[config.mk]
export PLATFORM = sky130hd
export DESIGN_NAME = hp_filter
export DESIGN_NICKNAME = d
export VERILOG_FILES = /design/src/rtl/hp_filter.sv
export SDC_FILE = /design/constraint.sdc
export NUM_CORES = 1
export LEC_CHECK = 0
export ABC_CLOCK_PERIOD_IN_PS = 7200
export CORE_ASPECT_RATIO = 2
export CORE_MARGIN = 2
export CORE_UTILIZATION = 40
export CTS_BUF_LIST = sky130_fd_sc_hd__clkbuf_16
export CTS_CLUSTER_DIAMETER = 40
export DETAILED_ROUTE_END_ITERATION = 12
export PLACE_DENSITY_LB_ADDON = 0.3
export RECOVER_POWER = 25
export SLEW_MARGIN = 20
export SYNTH_ARGS = -nofsm -noshare
export SYNTH_HDL_FRONTEND = slang
export SYNTH_SLANG_ARGS = --single-unit
[constraint.sdc]
create_clock -name clk -period 7.2 [get_ports clk]
set_input_delay 0.72 -clock clk [delete_from_list [all_inputs] [get_ports clk]]
set_output_delay 0.72 -clock clk [all_outputs]
set_load 0.005 [all_outputs]
[src/rtl/hp_filter.sv]
// hp_filter: Pan-Tompkins high-pass stage, y(n) = x(n-16) - floor(sum of last 32 samples / 32).
// Ports:
//   clk       sample-domain clock, rising edge
//   rstn      asynchronous active-low reset; clears all history
//   en        sample strobe; data consumed on each rising edge with en=1
//   data      signed input sample x(n) (IN_WIDTH)
//   out       signed filtered sample y(n), registered (OUT_WIDTH)
//   out_valid one-cycle pulse when out was updated
//   primed    sticky, high once 32 samples have been accepted
// Optional: define HP_FILTER_SATURATE_EN to clamp the output instead of wrapping it.
module hp_filter #(
    parameter int IN_WIDTH  = 11,
    parameter int OUT_WIDTH = 11,
    parameter int ACC_WIDTH = 16
) (
    input  logic                        clk,
    input  logic                        rstn,
    input  logic                        en,
    input  logic signed [IN_WIDTH-1:0]  data,
    output logic signed [OUT_WIDTH-1:0] out,
    output logic                        out_valid,
    output logic                        primed
);
    logic signed [IN_WIDTH-1:0]  dly [32];
    logic [4:0]                  wptr;
    logic [4:0]                  rptr;
    logic [5:0]                  cnt;
    logic signed [ACC_WIDTH-1:0] sum;
    logic signed [ACC_WIDTH-1:0] sum_next;
    logic signed [IN_WIDTH-1:0]  mean;
    logic signed [OUT_WIDTH-1:0] out_next;

    // 5-bit add wraps the mid-window tap naturally
    assign rptr     = wptr + 5'd16;
    assign sum_next = sum + ACC_WIDTH'(data) - ACC_WIDTH'(dly[wptr]);
    // A 32-sample window always fits in IN_WIDTH+5 bits, so the mean fits in IN_WIDTH
    assign mean     = sum_next[IN_WIDTH+4:5];

`ifdef HP_FILTER_SATURATE_EN
    localparam int DW = OUT_WIDTH + 2;
    localparam logic signed [DW-1:0] MAXV = {3'b000, {(OUT_WIDTH-1){1'b1}}};
    localparam logic signed [DW-1:0] MINV = {3'b111, {(OUT_WIDTH-1){1'b0}}};
    logic signed [DW-1:0] diff;
    assign diff     = DW'(dly[rptr]) - DW'(mean);
    assign out_next = diff > MAXV ? MAXV[OUT_WIDTH-1:0] :
                      diff < MINV ? MINV[OUT_WIDTH-1:0] : diff[OUT_WIDTH-1:0];
`else
    // Subtracting at OUT_WIDTH is the exact difference modulo 2^OUT_WIDTH
    assign out_next = OUT_WIDTH'(dly[rptr]) - OUT_WIDTH'(mean);
`endif

    always_ff @(posedge clk or negedge rstn) begin
        if (!rstn) begin
            for (int i = 0; i < 32; i++) dly[i] <= '0;
            sum       <= '0;
            wptr      <= '0;
            cnt       <= '0;
            out       <= '0;
            out_valid <= 1'b0;
        end else begin
            out_valid <= en;
            if (en) begin
                dly[wptr] <= data;
                wptr      <= wptr + 5'd1;
                sum       <= sum_next;
                out       <= out_next;
                if (!cnt[5]) cnt <= cnt + 6'd1;
            end
        end
    end

    assign primed = cnt[5];
endmodule

======== Yosys cells after proc, flatten, opt, wreduce, memory -nomap -nowiden ========
Index checks and enable logic that the tools add are counted.
operators by class
  bitwise gates (word level) .............. 3
  add/sub/neg operators ................... 6
  reductions and logical operators ........ 2
  muxes and demuxes ....................... 10
  magnitude comparators ................... 3
operators with widths
  kind                                                                           count
  352-bit bitwise mux                                                            1
  11-bit binary-select mux with 5-bit select                                     2
  11-bit demux with 5-bit select                                                 1
  11-bit two-way mux                                                             5
  16-bit by 11-bit adder with 16-bit output                                      1
  16-bit by 11-bit subtractor with 16-bit output                                 1
  6-bit greater-or-equal comparator (second input constant)                      2
  5-bit NOT with 6-bit output                                                    2
  11-bit subtractor                                                              1
  6-bit by 1-bit adder with 6-bit output (second input constant)                 1
  6-bit by 1-bit less-than comparator with 1-bit output (second input constant)  1
  6-bit two-way mux                                                              1
  5-bit by 1-bit adder with 5-bit output (second input constant)                 1
  5-bit adder (second input constant)                                            1
  2-bit AND reduction                                                            1
  1-bit logical AND                                                              1
  1-bit NOT                                                                      1
word-level totals
  register bits after elaboration ......... 391
  output and inout port bits .............. 13
  logic and storage cells ................. 62

======== Depth between registers and ports, before layout ========
  depth in word-level cells ............... 6
  gate-level depth with buffers ........... 27
  gate-level depth less buffers ........... 22

======== Least setup slack after synthesis ========
OpenSTA, ideal clock, no wires.
  path type ............................... register -> register
  start ................................... reg wptr[1]
  end ..................................... reg out[10]
  path buffers ............................ 5
  stages on the path, launching flop included .. 24
  slack ................................... 0.532 ns
  clock period less this slack ............ 6.668 ns
  arrival time ............................ 6.598 ns
  setup time .............................. 0.071 ns
  required time ........................... 7.129 ns
  path through ............................ dfrtp_1 > clkbuf_1 > clkbuf_1 > buf_1 > buf_1 > clkbuf_1 > mux4_2 > mux4_2 > mux2_2 > fa_1 > fa_1 > nand2b_1 > a21oi_1 > o2111ai_1 > a31oi_1 > a21o_1 > a21oi_1 > xor2_1 > ha_1 > and2_1 > and3_1 > a221o_1 > or4_1 > nand4_1
on the way
  cells in the longest elaborated chain, start to end .. 6
  elaborated cells between the ends (all ways) .. 11
  classes of those cells .................. add/sub: 3; mux: 6; bitwise: 2
ends and longest elaborated chain
  element                                                                                                        line    text
  from (decl)                                                                                                    25      logic [4:0] wptr;
  from (signal assigned)                                                                                         64      wptr <= wptr + 5'd1;
  5-bit NOT with 6-bit output (not written as such) / 5-bit adder (equally long branches)                        35, 34
  11-bit binary-select mux with 5-bit select / 5-bit NOT with 6-bit output (equally long branches)               35, 49
  11-bit two-way mux (not written as such) / 11-bit binary-select mux with 5-bit select (equally long branches)  35, 49
  11-bit two-way mux (on tied branches)                                                                          35, 49
  16-bit by 11-bit subtractor with 16-bit output / 11-bit two-way mux (equally long branches)                    35, 49
  11-bit subtractor (*)                                                                                          49      assign out_next = OUT_WIDTH'(dly[rptr]) - OUT_WIDTH'(mean);
  to (signal assigned)                                                                                           66      out <= out_next;
  to (decl)                                                                                                      20      output logic signed [OUT_WIDTH-1:0] out,
Mark *: on every way between the ends. The rest lies on a longest branch, timed or not. The select of a mux whose other input is x is not followed.
A chain may end at the register's enable or synchronous reset.

======== Worst setup path after layout ========
  start ................................... reg wptr[0]
  end ..................................... reg out[10]
Same word-level chain as after synthesis.

==> impl.org <==
** Clocking
- The clock net in this run drives a total of just under 400 sinks.
- In this run the post-CTS setup repair buffer count came out at 0.
- Worst-case clock buffer depth :: 3
- TritonCTS built the clock tree.
- After clock tree synthesis, the clock-pin slew on the worst setup and hold paths is around 0.060 ns.
- The H-tree was split into 2 levels.
- CTS placed an instance of sky130_fd_sc_hd__clkbuf_16 at the clock tree root.
- At the later pin of the worst-skew pair, clock insertion delay measures 0.54 ns.
- The number of clock buffers added by TritonCTS is 37.
- Number of gates given a new drive strength after cts :: 0
- Post-CTS Hold Fix Bufs :: 0

** Layout
- The library cell used most frequently in the layout, excluding fill and tap cells, is sky130_fd_sc_hd__dfrtp_1.
- P&R area growth vs syn :: 11.4%
- After filler insertion, the fill cell instance count of the layout stands at between 4,000 and 5,000.
- The post-route netlist has 39.6% of its cells at a drive strength greater than 1.
- Antenna cell count :: 0
- Register Area :: 0.00979 mm^2
- Commonest cells after routing, fill and taps aside :: sky130_fd_sc_hd__dfrtp_1 (389), sky130_fd_sc_hd__mux2_2 (339), sky130_fd_sc_hd__mux4_2 (92), sky130_fd_sc_hd__inv_1 (74), sky130_fd_sc_hd__nand2_1 (63)
- Number of nets in the layout :: approximately 1,400
- Area of the multi-input gates :: 0.00885 mm^2

** Critical path
- Critical path, cell by cell :: buf_4 -> mux4_2 -> mux4_2 -> mux2_2 -> fa_1 -> inv_1 -> ha_1 -> o21ai_0 -> a21oi_1 -> buf_4 -> o2111ai_1 -> a31oi_1 -> a21o_1 -> a21oi_1 -> xor2_1 -> ha_1 -> and2_1 -> and3_1 -> a221o_1 -> or4_1 -> nand4_1
- The largest individual stage delay along the critical path comes from the cell sky130_fd_sc_hd__dfrtp_4.
- Counting cells, the worst reg-to-reg path comes to 21.
- Arrival @ worst endpoint :: 7.05 ns
- Critical Path Stages :: 21
- Kind of cell adding the most delay to the critical path :: compound AO/OA/AOI/OAI gates
- Required @ worst endpoint :: 7.65 ns
- Top fanout value on the critical path :: 32
- Kind of start point of the critical path :: register
- In this design, the stage delay of the slowest critical-path cell is 0.85 ns.
- For flop-to-flop paths, the worst setup slack is 0.59 ns.
- STA classifies the critical path endpoint as a register.
- Setup Crit Path Kind :: reg2reg
- The worst register-to-register path ends at out[10].
- Buffer and inverter count on the worst path :: 3
- The startpoint identified for the worst register-to-register timing path is wptr[0].

** Status
- Status :: finished, violations left
- The checks that failed: capacitance limit, slew limit.

** Logic synthesis
- Area leader, netlist :: sky130_fd_sc_hd__dfrtp_1
- Cell count after synthesis :: 1,368
- Asr flop ratio synth :: 100%
- Counting flops with a built-in enable in the synthesized netlist gives 0.
- When the netlist entered floorplanning its net count stood at approximately 1,400.
- Dividing the synthesized area by the synthesized cell count gives 14.1 um^2.
- By area the synthesized netlist is led by sky130_fd_sc_hd__dfrtp_1 (51%), sky130_fd_sc_hd__mux2_2 (20%), sky130_fd_sc_hd__mux4_2 (11%).
- Synth top area share :: 50.8%
- After synthesis the cells add up to about 0.019 mm^2.
- Most instantiated flip-flop cell in the synthesis netlist :: sky130_fd_sc_hd__dfrtp_1
- Sequential cells were found to cover approximately half of the synthesized design area.
- Number of distinct library cells after synthesis :: 49
- Synthesis inferred a little under 400 register bits.
- Yosys warning total :: 0

** Global routing
- Vias in the first global route :: between 10,000 and 15,000
- The first global-routing pass estimated 72.6 mm of wire.
- After global routing the overflow that remains totals 0.
- All-Layer GR Usage :: between 10% and 20%
- Antenna violations before repair :: 0
- Largest net degree at the start of global routing :: 190

** Min path
- The worst hold path belongs to the class reg2reg.
- Along the worst hold path, the cell count comes to 1.
- For hold timing, the worst endpoint is cnt[4].
- Hold Crit Start :: cnt[4]

** Timing
- The total count of hold-check failures in the final report is 0.
- Number of setup violations in the final report :: 0
- After layout, the worst path uses 91.8% of the clock period.
- Sum of negative setup slack :: 0 ns
- Derived from the worst setup path, the maximum achievable clock frequency is roughly 150 MHz.
- Clock skew on the completed layout was measured at 0.0239 ns.
- RSZ-0062 raised after global routing :: false
- Post-layout min period :: 6.61 ns
- Measured against its own limit, the worst slew margin works out to -112%.
- The number of pins with negative max-slew slack in the final report came to 169.
- For the pin with the worst max-slew slack, the measured transition is roughly 3.2 ns.

** Routing
- The first TritonRoute pass finished after 4 iterations.
- Via Count :: 11,100
- Residual DRC count :: 0
- The routed design has 45.8 mm of wire.
- Once detail routing completed, the nets flagged for antenna violations numbered 0.
- In this run, the number of DRC markers left after iteration 0 of detailed routing was 592.
- In the routed layout, each cell is associated on average with a via count of 5.50.
- After detailed routing, the average wire length per cell comes to roughly 23 um.

** Place
- RePlAce Congestion :: 0.773
- Port buffering added 26 buffers.
- Detailed placement HPWL :: 31.2 mm

** Floorplanning
- Placeable core region :: 0.0475 mm^2
- I/O pin total :: 27
- The floorplan step set the die width to between 150 and 200 um.
- From bottom edge to top edge, the die measures between 300 and 400 um.
- The floorplan has 113 rows.
- Die area :: roughly 0.05 mm^2
- Starting density of the core :: roughly two fifths

** Job
- Across the run, the number of max-cap violations was 3.
registers in the layout, summed over array words and instances, names as in the netlist:
signal,flops
out,11
cnt,6
wptr,5
dly,352
out_valid,1
sum,16
stage by stage:
step	instances	hold slack, ns	utilization [%]	setup slack, ns	cell area, um^2
4_1_cts	2022	0.103	45.2	0.603	21500
2_1_floorplan	1368	0.424	-	0.532	19300
3_3_place_gp	1958	0.457	42.7	0.692	20300
5_1_grt	2023	0.492	45.2	0.230	21500
6_report	2023	0.466	45.2	0.593	21500
3_5_place_dp	1958	0.458	42.7	0.628	20300
metal layers:
layer / track usage [%] / routed length (um) / up-vias
li1: - / - / 4913
met1: 21.1 / 17000 / 5906
met2: 35.7 / 25400 / 199
met3: 1.65 / 1070 / 103
met4: 9.34 / 2290 / 0
met5: 0 / 0 / -
Yosys cell counts (11+ instances only):
cell                       number
sky130_fd_sc_hd__a21oi_1       16
sky130_fd_sc_hd__buf_1         43
sky130_fd_sc_hd__clkbuf_1      58
sky130_fd_sc_hd__dfrtp_1      391
sky130_fd_sc_hd__fa_1          16
sky130_fd_sc_hd__ha_1          30
sky130_fd_sc_hd__inv_1         68
sky130_fd_sc_hd__mux2_2       339
sky130_fd_sc_hd__mux2i_1       17
sky130_fd_sc_hd__mux4_1        17
sky130_fd_sc_hd__mux4_2        92
sky130_fd_sc_hd__nand2_1       63
sky130_fd_sc_hd__nand3_1       11
sky130_fd_sc_hd__nor2_1        44
sky130_fd_sc_hd__o21ai_0       60
sky130_fd_sc_hd__xnor2_1       17
sky130_fd_sc_hd__xor2_1        11
logic make-up (layout without fill, tap and decap cells):
group / Yosys count / after routing / synth area share, %
muxes: 465 / 465 / 33.8
DFF: 391 / 391 / 50.8
buffers and inverters: 173 / 196 / 3.51
and+or+nand+nor: 155 / 155 / 3.63
AOI/OAI and AO/OA: 107 / 107 / 3.22
adders and majority gates: 49 / 49 / 3.77
xor gates and xnor gates: 28 / 28 / 1.27
worst max path at each step:
stage	from	end	slack, ns
after floorplan	wptr[1]	out[10]	0.53
after global placement	wptr[0]	out[10]	0.69
after detailed placement	wptr[0]	out[10]	0.63
after CTS	wptr[0]	out[10]	0.60
after global routing	wptr[0]	out[10]	0.23
final	wptr[0]	out[10]	0.59
worst register-to-register path, cell delays in order, from the launching register on:
cell	delay (ns)
sky130_fd_sc_hd__dfrtp_4	0.85
sky130_fd_sc_hd__buf_4	0.35
sky130_fd_sc_hd__mux4_2	0.51
sky130_fd_sc_hd__mux4_2	0.55
sky130_fd_sc_hd__mux2_2	0.30
sky130_fd_sc_hd__fa_1	0.49
sky130_fd_sc_hd__inv_1	0.04
sky130_fd_sc_hd__ha_1	0.35
sky130_fd_sc_hd__o21ai_0	0.20
sky130_fd_sc_hd__a21oi_1	0.06
sky130_fd_sc_hd__buf_4	0.15
sky130_fd_sc_hd__o2111ai_1	0.25
sky130_fd_sc_hd__a31oi_1	0.19
sky130_fd_sc_hd__a21o_1	0.22
sky130_fd_sc_hd__a21oi_1	0.17
sky130_fd_sc_hd__xor2_1	0.21
sky130_fd_sc_hd__ha_1	0.31
sky130_fd_sc_hd__and2_1	0.19
sky130_fd_sc_hd__and3_1	0.18
sky130_fd_sc_hd__a221o_1	0.32
sky130_fd_sc_hd__or4_1	0.53
sky130_fd_sc_hd__nand4_1	0.09
layout make-up:
cell class                      count  area share, %
Sequential cell                   391           45.6
Multi-Input combinational cell    804           41.3
Clock buffer                       37           4.32
Tap cell                          632           3.69
Timing Repair Buffer               64           2.84
Inverter                           68           1.19
Clock inverter                     27           1.06
Power is not shown: default switching activity piles up to over one toggle a cycle in this logic, so the estimate is an artifact.
